[config.mk]
export PLATFORM = sky130hd
export DESIGN_NAME = multi_dataflow_job_sequencer
export DESIGN_NICKNAME = d
export VERILOG_FILES = /design/src/rtl/multi_dataflow_job_sequencer.sv
export SDC_FILE = /design/constraint.sdc
export NUM_CORES = 1
export LEC_CHECK = 0
export CAP_MARGIN = 15
export CELL_PAD_IN_SITES_DETAIL_PLACEMENT = 1
export CELL_PAD_IN_SITES_GLOBAL_PLACEMENT = 1
export CORE_MARGIN = 1
export CORE_UTILIZATION = 41
export DETAILED_ROUTE_END_ITERATION = 16
export PLACE_DENSITY_LB_ADDON = 0.08
export SYNTH_ARGS = -nofsm -noshare
export SYNTH_HDL_FRONTEND = slang
export SYNTH_SLANG_ARGS = --single-unit
[constraint.sdc]
create_clock -name clk_i -period 3.6 [get_ports clk_i]
set_input_delay 0.72 -clock clk_i [delete_from_list [all_inputs] [get_ports clk_i]]
set_output_delay 0.72 -clock clk_i [all_outputs]
set_load 0.05 [all_outputs]
[src/rtl/multi_dataflow_job_sequencer.sv]
// -----------------------------------------------------------------------------
// multi_dataflow_job_sequencer
//
// Purpose:
//   Sequences jobs through a reconfigurable dataflow datapath. A job is a
//   descriptor {configuration ID, number of input tokens, number of output
//   tokens}. When a job is accepted, the sequencer may switch the datapath
//   configuration, which takes RECONF_CYCLES cycles with the input stream
//   gated. It then admits exactly nin input tokens into the datapath and
//   watches the datapath output handshake until nout tokens have left. It
//   then pulses done_o for one cycle and returns to idle.
//
// Parameters:
//   CNT_W          width of the per-job token counters
//   CFG_W          width of the datapath configuration ID
//   RECONF_CYCLES  stream-gated cycles after a configuration change (1..255)
//
// Ports:
//   clk_i, rst_ni            clock (rising edge), async active-low reset
//   clear_i                  synchronous soft clear, highest priority
//   job_valid_i/job_ready_o  job descriptor handshake
//   job_cfg_i, job_nin_i,    job descriptor fields
//   job_nout_i
//   in_valid_i/in_ready_o    upstream input stream handshake
//   dp_in_valid_o/           datapath input stream handshake
//   dp_in_ready_i
//   dp_out_valid_i/          datapath output handshake (observed only)
//   dp_out_ready_i
//   cfg_id_o                 active datapath configuration ID
//   busy_o, idle_o, done_o   status flags
//   in_cnt_o, out_cnt_o      tokens admitted / produced for the current job
// -----------------------------------------------------------------------------
module multi_dataflow_job_sequencer #(
  parameter int unsigned CNT_W         = 16,
  parameter int unsigned CFG_W         = 8,
  parameter int unsigned RECONF_CYCLES = 2
) (
  input  logic             clk_i,
  input  logic             rst_ni,
  input  logic             clear_i,
  // job descriptor handshake
  input  logic             job_valid_i,
  output logic             job_ready_o,
  input  logic [CFG_W-1:0] job_cfg_i,
  input  logic [CNT_W-1:0] job_nin_i,
  input  logic [CNT_W-1:0] job_nout_i,
  // upstream input stream
  input  logic             in_valid_i,
  output logic             in_ready_o,
  // datapath input stream
  output logic             dp_in_valid_o,
  input  logic             dp_in_ready_i,
  // datapath output handshake, observed only
  input  logic             dp_out_valid_i,
  input  logic             dp_out_ready_i,
  // configuration and status
  output logic [CFG_W-1:0] cfg_id_o,
  output logic             busy_o,
  output logic             idle_o,
  output logic             done_o,
  output logic [CNT_W-1:0] in_cnt_o,
  output logic [CNT_W-1:0] out_cnt_o
);

  // Reconfiguration countdown width; RECONF_CYCLES is limited to 255.
  localparam int unsigned RC_W = 8;
  // The countdown is loaded with RECONF_CYCLES-1 and RECONF is left when it
  // reads zero, which gives exactly RECONF_CYCLES cycles in RECONF.
  localparam logic [RC_W-1:0] RC_LAST = RC_W'(RECONF_CYCLES - 1);

  typedef enum logic [1:0] {
    ST_IDLE   = 2'd0,
    ST_RECONF = 2'd1,
    ST_RUN    = 2'd2,
    ST_DONE   = 2'd3
  } state_e;

  state_e           state_q, state_d;
  logic [CFG_W-1:0] cfg_q, cfg_d;
  logic [CNT_W-1:0] nin_q, nin_d;
  logic [CNT_W-1:0] nout_q, nout_d;
  logic [CNT_W-1:0] in_cnt_q, in_cnt_d;
  logic [CNT_W-1:0] out_cnt_q, out_cnt_d;
  logic [RC_W-1:0]  rc_q, rc_d;

  logic is_idle;
  logic is_run;
  logic job_hs;
  logic gate;
  logic in_hs;
  logic out_hs;
  logic out_last;

  // ---------------------------------------------------------------------------
  // Handshake decode
  // ---------------------------------------------------------------------------
  assign is_idle = (state_q == ST_IDLE);
  assign is_run  = (state_q == ST_RUN);

  assign job_ready_o = is_idle;
  assign job_hs      = job_valid_i & job_ready_o;

  // The input gate stops admitting tokens once nin have entered the datapath,
  // so in_cnt can never overshoot nin.
  assign gate = is_run & (in_cnt_q < nin_q);

  assign dp_in_valid_o = in_valid_i & gate;
  assign in_ready_o    = dp_in_ready_i & gate;
  assign in_hs         = dp_in_valid_o & dp_in_ready_i;

  // Output tokens are only counted in RUN; the bound on nout is redundant
  // while RUN is left on the last token, but keeps out_cnt safe regardless.
  assign out_hs   = is_run & dp_out_valid_i & dp_out_ready_i & (out_cnt_q < nout_q);
  assign out_last = (out_cnt_q == (nout_q - CNT_W'(1)));

  // ---------------------------------------------------------------------------
  // Next-state logic
  // ---------------------------------------------------------------------------
  always_comb begin
    state_d   = state_q;
    cfg_d     = cfg_q;
    nin_d     = nin_q;
    nout_d    = nout_q;
    in_cnt_d  = in_cnt_q;
    out_cnt_d = out_cnt_q;
    rc_d      = rc_q;

    if (clear_i) begin
      // Soft clear wins over everything, including a job handshake that
      // happens in the same cycle: that job is simply dropped.
      state_d   = ST_IDLE;
      cfg_d     = '0;
      nin_d     = '0;
      nout_d    = '0;
      in_cnt_d  = '0;
      out_cnt_d = '0;
      rc_d      = '0;
    end else begin
      unique case (state_q)
        ST_IDLE: begin
          if (job_hs) begin
            nin_d     = job_nin_i;
            nout_d    = job_nout_i;
            in_cnt_d  = '0;
            out_cnt_d = '0;
            if (job_nout_i == '0) begin
              // Nothing to wait for: finish immediately and leave the
              // datapath configuration alone.
              state_d = ST_DONE;
            end else if (job_cfg_i != cfg_q) begin
              cfg_d   = job_cfg_i;
              rc_d    = RC_LAST;
              state_d = ST_RECONF;
            end else begin
              state_d = ST_RUN;
            end
          end
        end

        ST_RECONF: begin
          if (rc_q == '0) begin
            state_d = ST_RUN;
          end else begin
            rc_d = rc_q - RC_W'(1);
          end
        end

        ST_RUN: begin
          // Input and output handshakes are independent and may both be
          // counted in the same cycle.
          if (in_hs) begin
            in_cnt_d = in_cnt_q + CNT_W'(1);
          end
          if (out_hs) begin
            out_cnt_d = out_cnt_q + CNT_W'(1);
            // Completion is decided by the output side alone; input tokens
            // still outstanding at that point are not waited for.
            if (out_last) begin
              state_d = ST_DONE;
            end
          end
        end

        ST_DONE: begin
          // One-cycle completion pulse; counters keep their final values
          // until the next job is accepted.
          state_d = ST_IDLE;
        end

        default: begin
          state_d = ST_IDLE;
        end
      endcase
    end
  end

  // ---------------------------------------------------------------------------
  // State registers
  // ---------------------------------------------------------------------------
  always_ff @(posedge clk_i or negedge rst_ni) begin
    if (!rst_ni) begin
      state_q   <= ST_IDLE;
      cfg_q     <= '0;
      nin_q     <= '0;
      nout_q    <= '0;
      in_cnt_q  <= '0;
      out_cnt_q <= '0;
      rc_q      <= '0;
    end else begin
      state_q   <= state_d;
      cfg_q     <= cfg_d;
      nin_q     <= nin_d;
      nout_q    <= nout_d;
      in_cnt_q  <= in_cnt_d;
      out_cnt_q <= out_cnt_d;
      rc_q      <= rc_d;
    end
  end

  // ---------------------------------------------------------------------------
  // Status outputs, all decoded from registered state
  // ---------------------------------------------------------------------------
  assign cfg_id_o  = cfg_q;
  assign busy_o    = (state_q == ST_RECONF) | is_run;
  assign idle_o    = is_idle;
  assign done_o    = (state_q == ST_DONE);
  assign in_cnt_o  = in_cnt_q;
  assign out_cnt_o = out_cnt_q;

endmodule

# Yosys cells after proc, flatten, opt, wreduce, memory -nomap -nowiden
# Index checks and enable logic that the tools add are counted.
# op_classes
n_reduce_logical	14
mux	32
n_eq_ne	14
n_lt_le_gt_ge	2
n_addsub	4
n_bitwise	9
# ops
cell	n
2-to-1 mux 16 bit	11
2-to-1 mux 8 bit	10
one-hot mux 16 bit (2 select lines)	2
adder 16 x 1 -> 16 bit (second input constant)	2
less-than comparator 16 bit	2
equality test 16 bit	1
logical NOT 16 bit	1
one-hot mux 8 bit (2 select lines)	1
subtractor 16 x 1 -> 16 bit (second input constant)	1
!= test 3 x 2 -> 1 bit (second input constant)	5
2-to-1 mux 2 bit	7
!= test 3 bit (second input constant)	3
bitwise AND 1 bit	8
logical NOT 8 bit	1
!= test 8 bit	1
one-hot mux 2 bit (4 select lines)	1
AND reduction 4 bit	2
subtractor 8 x 1 -> 8 bit (second input constant)	1
AND reduction 3 bit	2
nonzero test 2 bit	3
nonzero test 3 bit	2
AND reduction 5 bit	1
equality test 2 bit (second input constant)	2
equality test 2 x 1 -> 1 bit (second input constant)	1
4 further kinds	4
# word_totals
inputBits	48
wordCells	82
out_inout_bits	46
reg_bits	82

# Logic depth before layout (Yosys ltp)
# Gate-level depths: netlist (run 1).
# logic_depth
word_depth	7
ltp_mapped	11
depth_no_buf	9

# Worst setup path before layout (run 1)
# Ideal clock, no wire load.
# synth_path
path_type	reg2reg
startpoint	reg out_cnt_q[13], in the netlist out_cnt_o[13]
endpoint	reg out_cnt_q[15], in the netlist out_cnt_o[15]
setup_slack_ns	0.555
path_stages_with_launch	10
n_path_buf	1
setup_time_ns	0.078
required_ns	3.522
arrival_time_ns	2.967
path_cell_list	dfrtp_1 > ha_1 > a21o_1 > a21o_1 > a211oi_1 > o21ai_0 > or2_2 > clkbuf_1 > or4_1 > a21oi_1
# synth_between
elab_chain_cells	4
elab_cells_between_ends	8
# synth_lines
element	line_no	rtl
start, declared	83	logic [CNT_W-1:0] out_cnt_q, out_cnt_d;
start signal, assigned	215	out_cnt_q <= out_cnt_d;
adder 16 x 1 -> 16 bit or less-than comparator 16 bit (tied branches)	175, 113	
2-to-1 mux 16 bit or bitwise AND 1 bit (tied branches)	174, 113	
one-hot mux 16 bit (2 select lines) or != test 3 x 2 -> 1 bit (tied branches)	--	
2-to-1 mux 16 bit or AND reduction 3 bit (tied branches)	--	
# Parallel ways exist; a longest one is shown, timed or not. The select of a mux whose other input is x is not followed.
# A chain may end at the register's enable or synchronous reset.

# Worst setup path after layout (run 1)
# layout_path
startpoint	reg in_cnt_q[9], in the netlist in_cnt_o[9]
endpoint	out dp_in_valid_o
# layout_between
elab_chain_cells	3
# layout_lines
element	line_no	rtl
start, declared	82	logic [CNT_W-1:0] in_cnt_q, in_cnt_d;
start signal, assigned	214	in_cnt_q <= in_cnt_d;
less-than comparator 16 bit	105	assign gate = is_run & (in_cnt_q < nin_q);
bitwise AND 1 bit	105	
bitwise AND 1 bit	107	assign dp_in_valid_o = in_valid_i & gate;
end, declared	51	output logic dp_in_valid_o,
# Every way passes these cells.

==> results of run 1 <==
sequential cells by signal (all words and copies together) (netlist names):
register   cells
in_cnt_o      16
rc_q           8
out_cnt_o     16
nout_q        16
nin_q         16
state_q        2
cfg_id_o       8
cells by family (layout without fill, tap and decap cells):
| kind of cell | count (synthesis) | count (layout) | synth area share |
|---|---|---|---|
| fa+ha+maj | 42 | 42 | 0.0923 |
| simple gates | 286 | 286 | 0.249 |
| buf+inv | 70 | 161 | 0.0484 |
| compound gates | 147 | 147 | 0.175 |
| xor+xnor | 36 | 36 | 0.0556 |
| mux | 10 | 10 | 0.0177 |
| flops | 82 | 82 | 0.362 |
final timing paths:
path	endpoint	startpoint	slack, ps	cells after the start
max	dp_in_valid_o	in_cnt_o[9]$_DFFE_PN0P_	340	7
min	nout_q[7]$_DFFE_PN0P_	rst_ni	460	1
max reg2reg	out_cnt_o[15]$_DFFE_PN0P_	out_cnt_o[11]$_DFFE_PN0P_	660	7
min reg2reg	nin_q[14]$_DFFE_PN0P_	nin_q[14]$_DFFE_PN0P_	530	2
max in group asynchronous	nin_q[3]$_DFFE_PN0P_	rst_ni	2400	2
min in group clk_i	nin_q[14]$_DFFE_PN0P_	nin_q[14]$_DFFE_PN0P_	530	2
cell usage after synthesis, types with 5 or more instances:
master    count
ha_1         41
and3_1       14
a21o_1       18
o211ai_1     12
clkbuf_1     23
nand2b_1      9
nand2_1     107
nand3_1      24
nand4_1      16
dfrtp_1      82
mux2i_1      10
a31o_2        5
o21ai_0      19
a31oi_1       5
a21oi_1      48
buf_1         6
nor3_1       15
inv_1        38
or3_1         5
nor2_1       49
or4_1         8
xnor2_1      30
nor4_1       12
and2_1        6
xor2_1        6
per-stage QoR:
stage	cells	setup WS [ps]	cell area, um2	utilization
6_report	940	345	7070	0.529
3_5_place_dp	926	584	6790	0.509
3_3_place_gp	926	688	6790	0.509
2_1_floorplan	673	555	5670	-
4_1_cts	940	336	7070	0.529
5_1_grt	940	242	7070	0.529
layout make-up:
cell class | instances | share of cell area
clock buffers | 11 | 0.0329
clock inverters | 3 | 0.00602
inverters | 39 | 0.0207
multi-input cells | 521 | 0.473
flip-flops and latches | 82 | 0.290
well taps | 176 | 0.0312
repair buffers | 108 | 0.146
cells in the final DEF (no fill, tap or decap), types with 14 or more instances in the layout:
master | netlist | layout
dfrtp_1 | 82 | 82
and3_1 | 14 | 14
nand3_1 | 24 | 24
buf_4 | 1 | 18
a21oi_1 | 48 | 48
nand2_1 | 107 | 107
clkdlybuf4s50_1 | 0 | 89
nand4_1 | 16 | 16
o21ai_0 | 19 | 19
ha_1 | 41 | 41
inv_1 | 38 | 38
nor2_1 | 49 | 49
a21o_1 | 18 | 18
xnor2_1 | 30 | 30
nor3_1 | 15 | 15
layer usage:
| metal | part of all wire | vias up | track usage | routed length, um |
|---|---|---|---|---|
| li1 | - | 2581 | - | - |
| met1 | 0.44 | 2738 | 0.315 | 7860 |
| met2 | 0.51 | 120 | 0.462 | 8950 |
| met3 | 0.032 | 27 | 0.0466 | 572 |
| met4 | 0.018 | 0 | 0.0852 | 327 |
| met5 | 0 | - | 0 | 0 |
power by group:
| part | total [mW] | leakage [nW] | internal [mW] | switching, mW |
|---|---|---|---|---|
| registers | 1.18 | 1.12 | 1.04 | 0.141 |
| logic | 1.79 | 1.83 | 0.660 | 1.13 |
| clock network | 0.904 | 0.131 | 0.529 | 0.375 |
| total | 3.87 | 3.08 | 2.23 | 1.65 |
==> metrics, run 1 <==
run status=finished clean; cts hold-fix bufs=0; library cells used by synthesis=63; initial drt markers=between 200 and 250; VDD IR-drop max=between 0.0002 and 0.0003 V; Crit path top cell by count=a21o_1; Final Max Slew Viols=0; Hold Vio Cnt, Final=0; register area share after synthesis=0.362; Reg clk slew, reported paths=roughly 60 ps; vias post-DR=between 5k and 6k; DRT Pass-1 Iters=4; Slew headroom=0.469; Period minus WS final=3260 ps; Sequential Area=slightly above 2000 um2; top_reg_cell synth=dfrtp_1; async set-reset flop share out of synthesis=1.00; CTS tree=done; Final Skew=around 8.3 ps; Mapped Nets=between 700 and 800; Port Buffers=93; mean post-synth cell area=around 8.4 um2; Routed WL=17,700 um; Synth area leaders=dfrtp_1 (36%), ha_1 (9.1%), nand2_1 (7.1%); Syn. warnings=0; DR WL/cell=about 19 um; max cap viols=0; Via density=about 5.8; full die area=14,300 um2; number of buffers created by CTS=9; worst path cell trace=ha_1, a21o_1, a21o_1, a21oi_1, o21a_1, o2111a_1, buf_4; clk_lat worst skew=approximately 340 ps; RSZ-0062 raised after global routing=no; CP Capture Type=output port; period utilization=0.904; Global Route Usage Sum=0.260; routability congestion estimate=around 0.85; PwrDens=approximately 550 nW/um2; post-route DRC violation count=0; Root Buffer=clkbuf_16; Synth top area share=0.362; synth-to-layout area growth=24.7%; CP Launch Type=flop; H-tree levels=3; Multi-input gate area=between 3000 and 4000 um2; Yosys reg bits=between 80 and 90; nets=850; Cells after Synth=673; Clock Sinks=82; IO Pins=94; Crit path buffers/inverters=1; HPWL after DPL=~13,000 um; Setup-failing EPs final=0; first-pass GRT wire length=approximately 29,000 um; post-CTS setup buffer count=0; Starting Density=0.425; initial antenna violation count=0; Synth Cell Area=between 5000 and 6000 um2; die width=around 120 um; worst-path fanout max=7; Clock Tree Buf Depth=2; Achievable Freq=about 310 MHz; worst min path class=input port to async pin; number of global-route vias before repair=between 5k and 6k; layout cells sized above 1=0.0576; Setup Total Neg Slack=0 ps; Fin Hold WS=about 460 ps; grt total ovfl=0; Cell Rows=between 40 and 50; crit path DAT=2540 ps; Slowest-stage cell, CP=dfrtp_1; Least-Margin Pin Slew=797 ps; Post-synth EDFFs=0; PnR Total Power=just under 4 mW; Core Box Area=about 13,000 um2; Antenna Nets Post-Route=0; CP peak stage delay=460 ps; cell family contributing the most delay on the critical path=compound AO/OA/AOI/OAI gates; required time worst endpoint=2880 ps; worst setup path class=flop to output port; fill cell count=approximately 1.6k; Die H=120 um; pin count of the biggest net entering global routing=between 50 and 60; Post-CTS Resized=0; Leak Pwr=~3.1 nW; Ant. Diodes=0; post-synth top area cell=dfrtp_1
(Power assumes the default switching activity.)
==> run 2: changes to the inputs <==
--- a/config.mk
+++ b/config.mk
@@ -11,6 +11,7 @@
 export CORE_MARGIN = 1
 export CORE_UTILIZATION = 41
 export DETAILED_ROUTE_END_ITERATION = 16
+export GPL_TIMING_DRIVEN = 0
 export PLACE_DENSITY_LB_ADDON = 0.08
 export SYNTH_ARGS = -nofsm -noshare
 export SYNTH_HDL_FRONTEND = slang
==> run 2 against run 1 <==
  * Die area is the same
  * First-iteration DRC count grew 25%
  * Via count grew 0.40%
  * Final cell count grew 2.0%
  * Total power grew 3.2%
  * Hold slack lost 160 ps
  * Worst setup slack lost 190 ps
  * Non-clock buffer count grew 17
  * Wire length grew 0.15%
  * Clock skew grew 0.78 ps
  * Clock power grew 14%
==> metrics, run 2 (synthesized netlist as in run 1, its figures left out) <==
full die area=around 14,000 um2; final design utilization=0.537; Antenna Nets Post-Route=0; Ant. Diodes=0; Period minus WS final=3450 ps; Reg clk slew, reported paths=around 70 ps; layout cells sized above 1=0.0447; Via density=approximately 5.7; Core Box Area=between 10,000 and 15,000 um2; post-CTS setup buffer count=0; Fin Hold WS=297 ps; RSZ-0062 raised after global routing=no; number of buffers created by CTS=9; IO Pins=between 90 and 100; Setup-failing EPs final=0; Starting Density=0.425; routability congestion estimate=0.880; fill cell count=1,627; Area after DPL=6840 um2; Root Buffer=clkbuf_16; number of global-route vias before repair=between 5k and 6k; cts hold-fix bufs=0; R2R Setup Slk=roughly 250 ps; Routed WL=17,700 um; Post-Layout Inst Area=7170 um2; period utilization=0.958; clk_lat worst skew=between 300 and 400 ps; # placed instances=about 940; worst min path class=input port to async pin; Clock Tree Buf Depth=2; VDD IR-drop max=0.000341 V; Final Skew=about 9.0 ps; most common cell after layout, fill and taps aside=nand2_1; HPWL after DPL=~13,000 um; PwrDens=between 500 and 600 nW/um2; nets=about 870; CTS tree=done; fin cells=959; DR WL/cell=~18 um; run status=finished clean; Multi-input gate area=3350 um2; Clock Sinks=82; max cap viols=0; PnR Total Power=approximately 4 mW; first-pass GRT wire length=slightly below 30,000 um; initial drt markers=between 200 and 300; Die H=120 um; post-route DRC violation count=0; grt total ovfl=0; Leak Pwr=3.09 nW; H-tree levels=3; Port Buffers=a little over 90; Hold Vio Cnt, Final=0; die width=~120 um; crit path DAT=roughly 2700 ps; Final Max Slew Viols=0; vias post-DR=about 5.5k; Global Route Usage Sum=0.263; synth-to-layout area growth=26.5%; commonest cells after routing, fill and taps aside=nand2_1 (107), clkdlybuf4s50_1 (90), dfrtp_1 (82); worst-path fanout max=6; CP Capture Type=output port; pin count of the biggest net entering global routing=54; worst setup path class=flop to output port; Slew headroom=0.394; Least-Margin Pin Slew=900 ps; DRT Pass-1 Iters=4; required time worst endpoint=2880 ps; Cell Rows=42; Achievable Freq=roughly 290 MHz; initial antenna violation count=0; Sequential Area=just over 2000 um2; CP Launch Type=flop
[run 2: worst max-delay path: stages (launching register included)]
cell	delay [ps]
dfrtp_1	460
ha_1	340
a21o_1	170
a21o_1	180
a21oi_1	300
o21a_1	210
o2111a_1	190
dlygate4sd2_1	530
[run 2: final cells by class]
cell class / count / share of cell area
Multi-Input combinational cell: 521 / 0.468
Inverter: 39 / 0.0204
Timing Repair Buffer: 94 / 0.133
Tap cell: 176 / 0.0307
Sequential cell: 82 / 0.286
Clock buffer: 10 / 0.0320
Clock inverter: 6 / 0.0126
Buffer: 31 / 0.0178
[run 2: where the power goes]
group | switching (mW) | leakage [nW] | total (mW) | internal [mW]
Sequential | 0.131 | 1.12 | 1.17 | 1.04
Combinational | 1.15 | 1.81 | 1.81 | 0.653
Clock | 0.414 | 0.153 | 1.03 | 0.611
[run 2: what timing repair did]
item / 4_1_cts / 5_1_grt
pin swaps: 0 / 0
gates resized for setup: 3 / 3
setup endpoints to repair: 3 / 15
[run 2: worst paths after layout]
check | to | startpoint | cells past startpoint
worst max-delay path | in_ready_o | in_cnt_o[13]$_DFFE_PN0P_ | 7
max in group asynchronous | in_cnt_o[2]$_DFFE_PN0P_ | rst_ni | 2
worst min register to register | rc_q[6]$_DFFE_PN0P_ | rc_q[6]$_DFFE_PN0P_ | 2
min in group clk_i | rc_q[6]$_DFFE_PN0P_ | rc_q[6]$_DFFE_PN0P_ | 2
worst max register to register | out_cnt_o[15]$_DFFE_PN0P_ | out_cnt_o[13]$_DFFE_PN0P_ | 9
worst min-delay path | nout_q[7]$_DFFE_PN0P_ | rst_ni | 1
[run 2: routing by layer]
layer / routed length, um / GRT usage
met3: 566 / 0.0509
met5: 0 / 0
met4: 368 / 0.0875
met2: 8940 / 0.462
met1: 7860 / 0.320
[run 2: stage by stage]
stage / setup WS [ps] / setup TNS, ps
final: 153 / 0
after global routing: 69.6 / 0
after CTS: 33.5 / 0
after detailed placement: -36.8 / -36.8
after global placement: -1390 / -113470
after floorplan: 555 / 0
==> run 3: changes to the inputs <==
--- a/config.mk
+++ b/config.mk
@@ -11,6 +11,7 @@
 export CORE_MARGIN = 1
 export CORE_UTILIZATION = 41
 export DETAILED_ROUTE_END_ITERATION = 16
+export GPL_ROUTABILITY_DRIVEN = 0
 export GPL_TIMING_DRIVEN = 0
 export PLACE_DENSITY_LB_ADDON = 0.08
 export SYNTH_ARGS = -nofsm -noshare
==> results of run 3 <==
No change in the layout: final DEF, timing and power equal those of run 2.
